==> src/rtl/priority_encoder_param.sv <==
// Parameterized priority encoder: 2**WIDTH request bits to a WIDTH-bit winner index,
// with a zero-latency combinational result and an enable-loaded registered copy.
module priority_encoder_param #(
   parameter int WIDTH     = 3,
   parameter bit LSB_FIRST = 1'b0
) (
   input  logic                    clk,
   input  logic                    rst,
   input  logic [(2**WIDTH)-1:0]   in,
   input  logic                    en,
   output logic [WIDTH-1:0]        result,
   output logic                    valid,
   output logic [WIDTH-1:0]        result_q,
   output logic                    valid_q
);

   localparam int N = 2**WIDTH;

   if (WIDTH < 1) begin : g_width_check
      $fatal(1, "priority_encoder_param: WIDTH must be at least 1 (got %0d)", WIDTH);
   end

   // The scan runs from the lowest-priority end, so the last hit is the winner.
   always_comb begin
      result = '0;
      if (LSB_FIRST) begin
         for (int i = N - 1; i >= 0; i--) begin
            if (in[i]) result = WIDTH'(i);
         end
      end else begin
         for (int i = 0; i < N; i++) begin
            if (in[i]) result = WIDTH'(i);
         end
      end
   end

   assign valid = |in;

   always_ff @(posedge clk or negedge rst) begin
      if (!rst) begin
         result_q <= '0;
         valid_q  <= 1'b0;
      end else if (en) begin
         result_q <= result;
         valid_q  <= valid;
      end
   end

endmodule

==> config.mk <==
export PLATFORM = sky130hd
export DESIGN_NAME = priority_encoder_param
export DESIGN_NICKNAME = d
export VERILOG_FILES = /design/src/rtl/priority_encoder_param.sv
export SDC_FILE = /design/constraint.sdc
export NUM_CORES = 1
export LEC_CHECK = 0
export ABC_AREA = 1
export ABC_CLOCK_PERIOD_IN_PS = 800
export CAP_MARGIN = 15
export CORE_AREA = 3 3 40 42
export DETAILED_ROUTE_END_ITERATION = 10
export DIE_AREA = 0 0 43 45
export SETUP_SLACK_MARGIN = 0.02
export SLEW_MARGIN = 20
export SYNTH_ARGS = -nofsm -noshare
export SYNTH_HDL_FRONTEND = slang
export SYNTH_SLANG_ARGS = --single-unit
==> constraint.sdc <==
create_clock -name clk -period 0.8 [get_ports clk]
set_input_delay 0.12 -clock clk [delete_from_list [all_inputs] [get_ports clk]]
set_output_delay 0.12 -clock clk [all_outputs]
set_load 0.02 [all_outputs]
==> results.txt, run 1 <==
- After layout, the worst path uses 109% of the clock period.
- Crit path DAT: 0.75 ns
* CTS Sinks: 4
- Hold Crit Class: in -> async
- Relative slew margins: 87.7%
- The completed layout was analyzed and its total power is 0.000787 W.
* Layout cell share with drive strength beyond 1: 73.9%
- Clock latency at the later pin of the worst-skew pair: 0.23 ns
- After Yosys synthesis, XOR and XNOR cells account for 0% of the synthesized area.
- Initial Utilization: 19.6%
- Die outline height: 45 µm
- The worst register-to-register path begins at valid_q$_DFFE_PN0P_.
* ANT nets after route: 0
- Final hold slack: 0.0841 ns
- Setup violations remaining at the end of the flow were counted as 6.
- At the end of routability-driven placement, the weighted congestion stood at 0.763.
- Post-synth EDFFs: 0
- Ratio of routed vias to standard cells: 3.87
* Hold buffer count at cts: 0
* Clock tree from TritonCTS: done
- Post-synthesis cell area: 251 µm²
- Initial drt markers: 4
- End of the worst register-to-register path: valid_q$_DFFE_PN0P_
* Largest incremental delay on the critical path: 0.26 ns
- The worst setup path is captured at an output pin.
- The worst setup path is launched from an input port.
- The initial antenna violation count came to 0.
- Setup repair after global routing missed its margin: true
- Post-detailed-route DRC marker count: 0
- Synth area leaders: sky130_fd_sc_hd__dfrtp_1, sky130_fd_sc_hd__nand2_1, sky130_fd_sc_hd__nand4_4
- CTS Buf Count: 3
- For this design the top-level I/O count stands at 19.
- Once detailed placement completed, the half-perimeter wirelength came to 610 µm.
- Portion of the post-synthesis area used by sequential elements: 39.8%
- Share of the synthesized area in the top cell type: 39.8%
- The pre-antenna-repair detailed-routing pass consisted of 2 iterations.
- In this run the worst setup path terminates at valid.
- The total overflow left after global routing is 0.
- The smallest clock period supported by the final layout is computed as 0.875 ns.
- Entering global routing, the biggest net connects 5 pins.
- Tot GR Track Use: 9.77%
* Total number of yosys warnings: 0
* Total wirelength of the detailed-routed design: 836 µm
- Synthesis instantiated 9 different standard cells from the library.
- In this run the static leakage power is 0.324 nW.
- Vias in the first global route: 325
* Crit path setup slack, layout: -0.0749 ns
- Clock tree root buffer cell: sky130_fd_sc_hd__clkbuf_4
- Counting along the longest clock path gives a buffer depth of 2.
- After detailed routing, the average wire length per cell comes to 9.95 µm.
* Max-cap violations: 0
* Area delta synth->final: 157%
* Wire length of the first global-routing pass: 1.34 mm
* Flop-to-flop setup slack: 0.08 ns
- Multiplexer cells account for 0% of the synthesized area.
- Post-synth ARST share: 100%
- Antenna cell count: 0
- Synth top cells by count: sky130_fd_sc_hd__nand2_1, sky130_fd_sc_hd__dfrtp_1, sky130_fd_sc_hd__inv_2
- In this run the number of H-tree levels came out at 1.
- Simple-gate area share of the yosys netlist: 49.8%
* Final hold vios: 0
- Flip-flop and latch count after synthesis: 4
* Crit-path cells: buf_8 > inv_12 > nand4_4 > or2_4 > buf_6
* Worst Reg-to-Reg Cells: 3
* Cell with the most instances after synthesis: sky130_fd_sc_hd__nand2_1
* Worst endpoint required time: 0.68 ns
* Count of pins over their slew limit: 0
- The critical path is of the in -> out type.
* Commonest register cell after synthesis: sky130_fd_sc_hd__dfrtp_1
* Syn avg cell area: 6.99 µm²
- Standard-cell rows: 13
- Measured along the x axis, the die boundary spans 43 µm.
- After clock tree synthesis, the clock-pin slew on the worst setup and hold paths is 0.04 ns.
- Post-synthesis cell count: 36
- Mapped Nets: 47
- The floorplan step defined a core boundary enclosing 0.00128 mm².
* Number of buffer cells added on primary ports: 18
- Launching instance or port of the critical path: in[4]
* Power Dens Cells: 1220 mW/mm²
- Outcome: complete, but fails checks
- Adder-Cell Fraction of Synth Area: 0%
- Number of vias in the routed layout: 325
- The worst-case IR drop observed on VDD is 0.945 mV.
* Cell with the biggest individual delay on the critical path: sky130_fd_sc_hd__or2_4
* Net count reported at finish: 82
* Failing checks: negative setup slack
- Of all nets on the critical path, the largest fanout is 3.
* Dominant combinational cell family by area after synthesis: simple AND/OR/NAND/NOR gates
- Max Clock Freq: 1140 MHz
- Fraction of the mapped netlist area in compound gates: 0%
- Setup skew after layout: 0 ns
* Die area: 0.00194 mm²
* Worst-margin pin slew: 0.184 ns
* Biggest area consumer among synthesized cells: sky130_fd_sc_hd__dfrtp_1
==> through the flow <==
stage	util, %	setup slack (ns)	area (µm²)	TNS, ns	instances
finish	50.3	-0.0749	647	-0.379	84
global route	50.3	-0.105	647	-0.654	84
CTS	47.7	-0.0828	613	-0.447	83
detailed placement	41.3	-0.976	531	-6.77	76
global placement	41.3	-0.963	531	-6.72	76
floorplan	-	-0.0414	279	-0.0414	36
==> logic make-up after synthesis <==
group                  count (synthesis)
and+or+nand+nor                       25
buffers and inverters                  7
DFF                                    4
==> worst min path at each step <==
stage / to / slack (ns) / cells past startpoint / start
finish: valid_q$_DFFE_PN0P_ / 0.08 / 1 / rst
global route: valid_q$_DFFE_PN0P_ / 0.1 / 1 / rst
CTS: valid_q$_DFFE_PN0P_ / 0.09 / 1 / rst
detailed placement: valid_q$_DFFE_PN0P_ / 0.34 / 1 / rst
global placement: valid_q$_DFFE_PN0P_ / 0.34 / 1 / rst
floorplan: result_q[0]$_DFFE_PN0P_ / -0.18 / 0 / rst
==> timing repair <==
item / in CTS / in global routing
setup buffers: 4 / 1
gates resized for setup: 94 / 8
pin swaps: 9 / 8
setup endpoints to repair: 12 / 10
==> layout by cell type (no fill, tap or decap) <==
| master | instances |
|---|---|
| sky130_fd_sc_hd__inv_2 | 1 |
| sky130_fd_sc_hd__nand4_4 | 1 |
| sky130_fd_sc_hd__inv_8 | 1 |
| sky130_fd_sc_hd__inv_6 | 1 |
| sky130_fd_sc_hd__nand2_2 | 8 |
| sky130_fd_sc_hd__nor2_4 | 1 |
| sky130_fd_sc_hd__dfrtp_1 | 4 |
| sky130_fd_sc_hd__inv_4 | 1 |
| sky130_fd_sc_hd__buf_2 | 1 |
| sky130_fd_sc_hd__nand3_2 | 3 |
| sky130_fd_sc_hd__clkdlybuf4s50_1 | 2 |
| sky130_fd_sc_hd__inv_12 | 1 |
| sky130_fd_sc_hd__buf_8 | 1 |
| sky130_fd_sc_hd__clkinv_4 | 1 |
| sky130_fd_sc_hd__nand2_1 | 11 |
| sky130_fd_sc_hd__clkbuf_4 | 3 |
| sky130_fd_sc_hd__inv_1 | 1 |
| sky130_fd_sc_hd__buf_4 | 13 |
| sky130_fd_sc_hd__buf_6 | 13 |
| sky130_fd_sc_hd__or2_4 | 1 |
==> registers in the layout, summed over array words and instances, names as in the netlist <==
signal and count:
result_q 3, valid_q 1
==> metal layers <==
metal  track usage, %  vias to the layer above  routed length [µm]
li1                 -                      176                   -
met1             10.7                      139                 344
met2             16.5                       10                 429
met3             5.98                        0                  62
met4             1.81                        0                   0
met5                0                        -                   0
==> worst max-delay path, delay by kind of cell <==
kind | cells | cell delay, ns
AND/OR/NAND/NOR | 2 | 0.35
buffers and inverters | 3 | 0.29
==> power breakdown <==
part           switching [W]  internal, W  leakage (nW)
sequential         0.0000121     0.000221        0.0447
clock              0.0000835     0.000168        0.0138
combinational       0.000136     0.000167         0.266
==> cell type report <==
cell class	instances	area [µm²]
Clock buffer	3	22.5
Fill cell	121	638
Inverter	7	58.8
Multi-Input combinational cell	25	163
Sequential cell	4	100
Tap cell	15	18.8
Timing Repair Buffer	30	284
No activity file was read; power rests on OpenSTA's default activity.
==> run 2, diff against run 1 <==
--- a/config.mk
+++ b/config.mk
@@ -9,6 +9,7 @@
 export ABC_CLOCK_PERIOD_IN_PS = 800
 export CAP_MARGIN = 15
 export CORE_AREA = 3 3 40 42
+export CTS_CLUSTER_SIZE = 14
 export DETAILED_ROUTE_END_ITERATION = 10
 export DIE_AREA = 0 0 43 45
 export SETUP_SLACK_MARGIN = 0.02
==> results of run 2 <==
Final layout, timing and power as in run 1 (identical DEF).
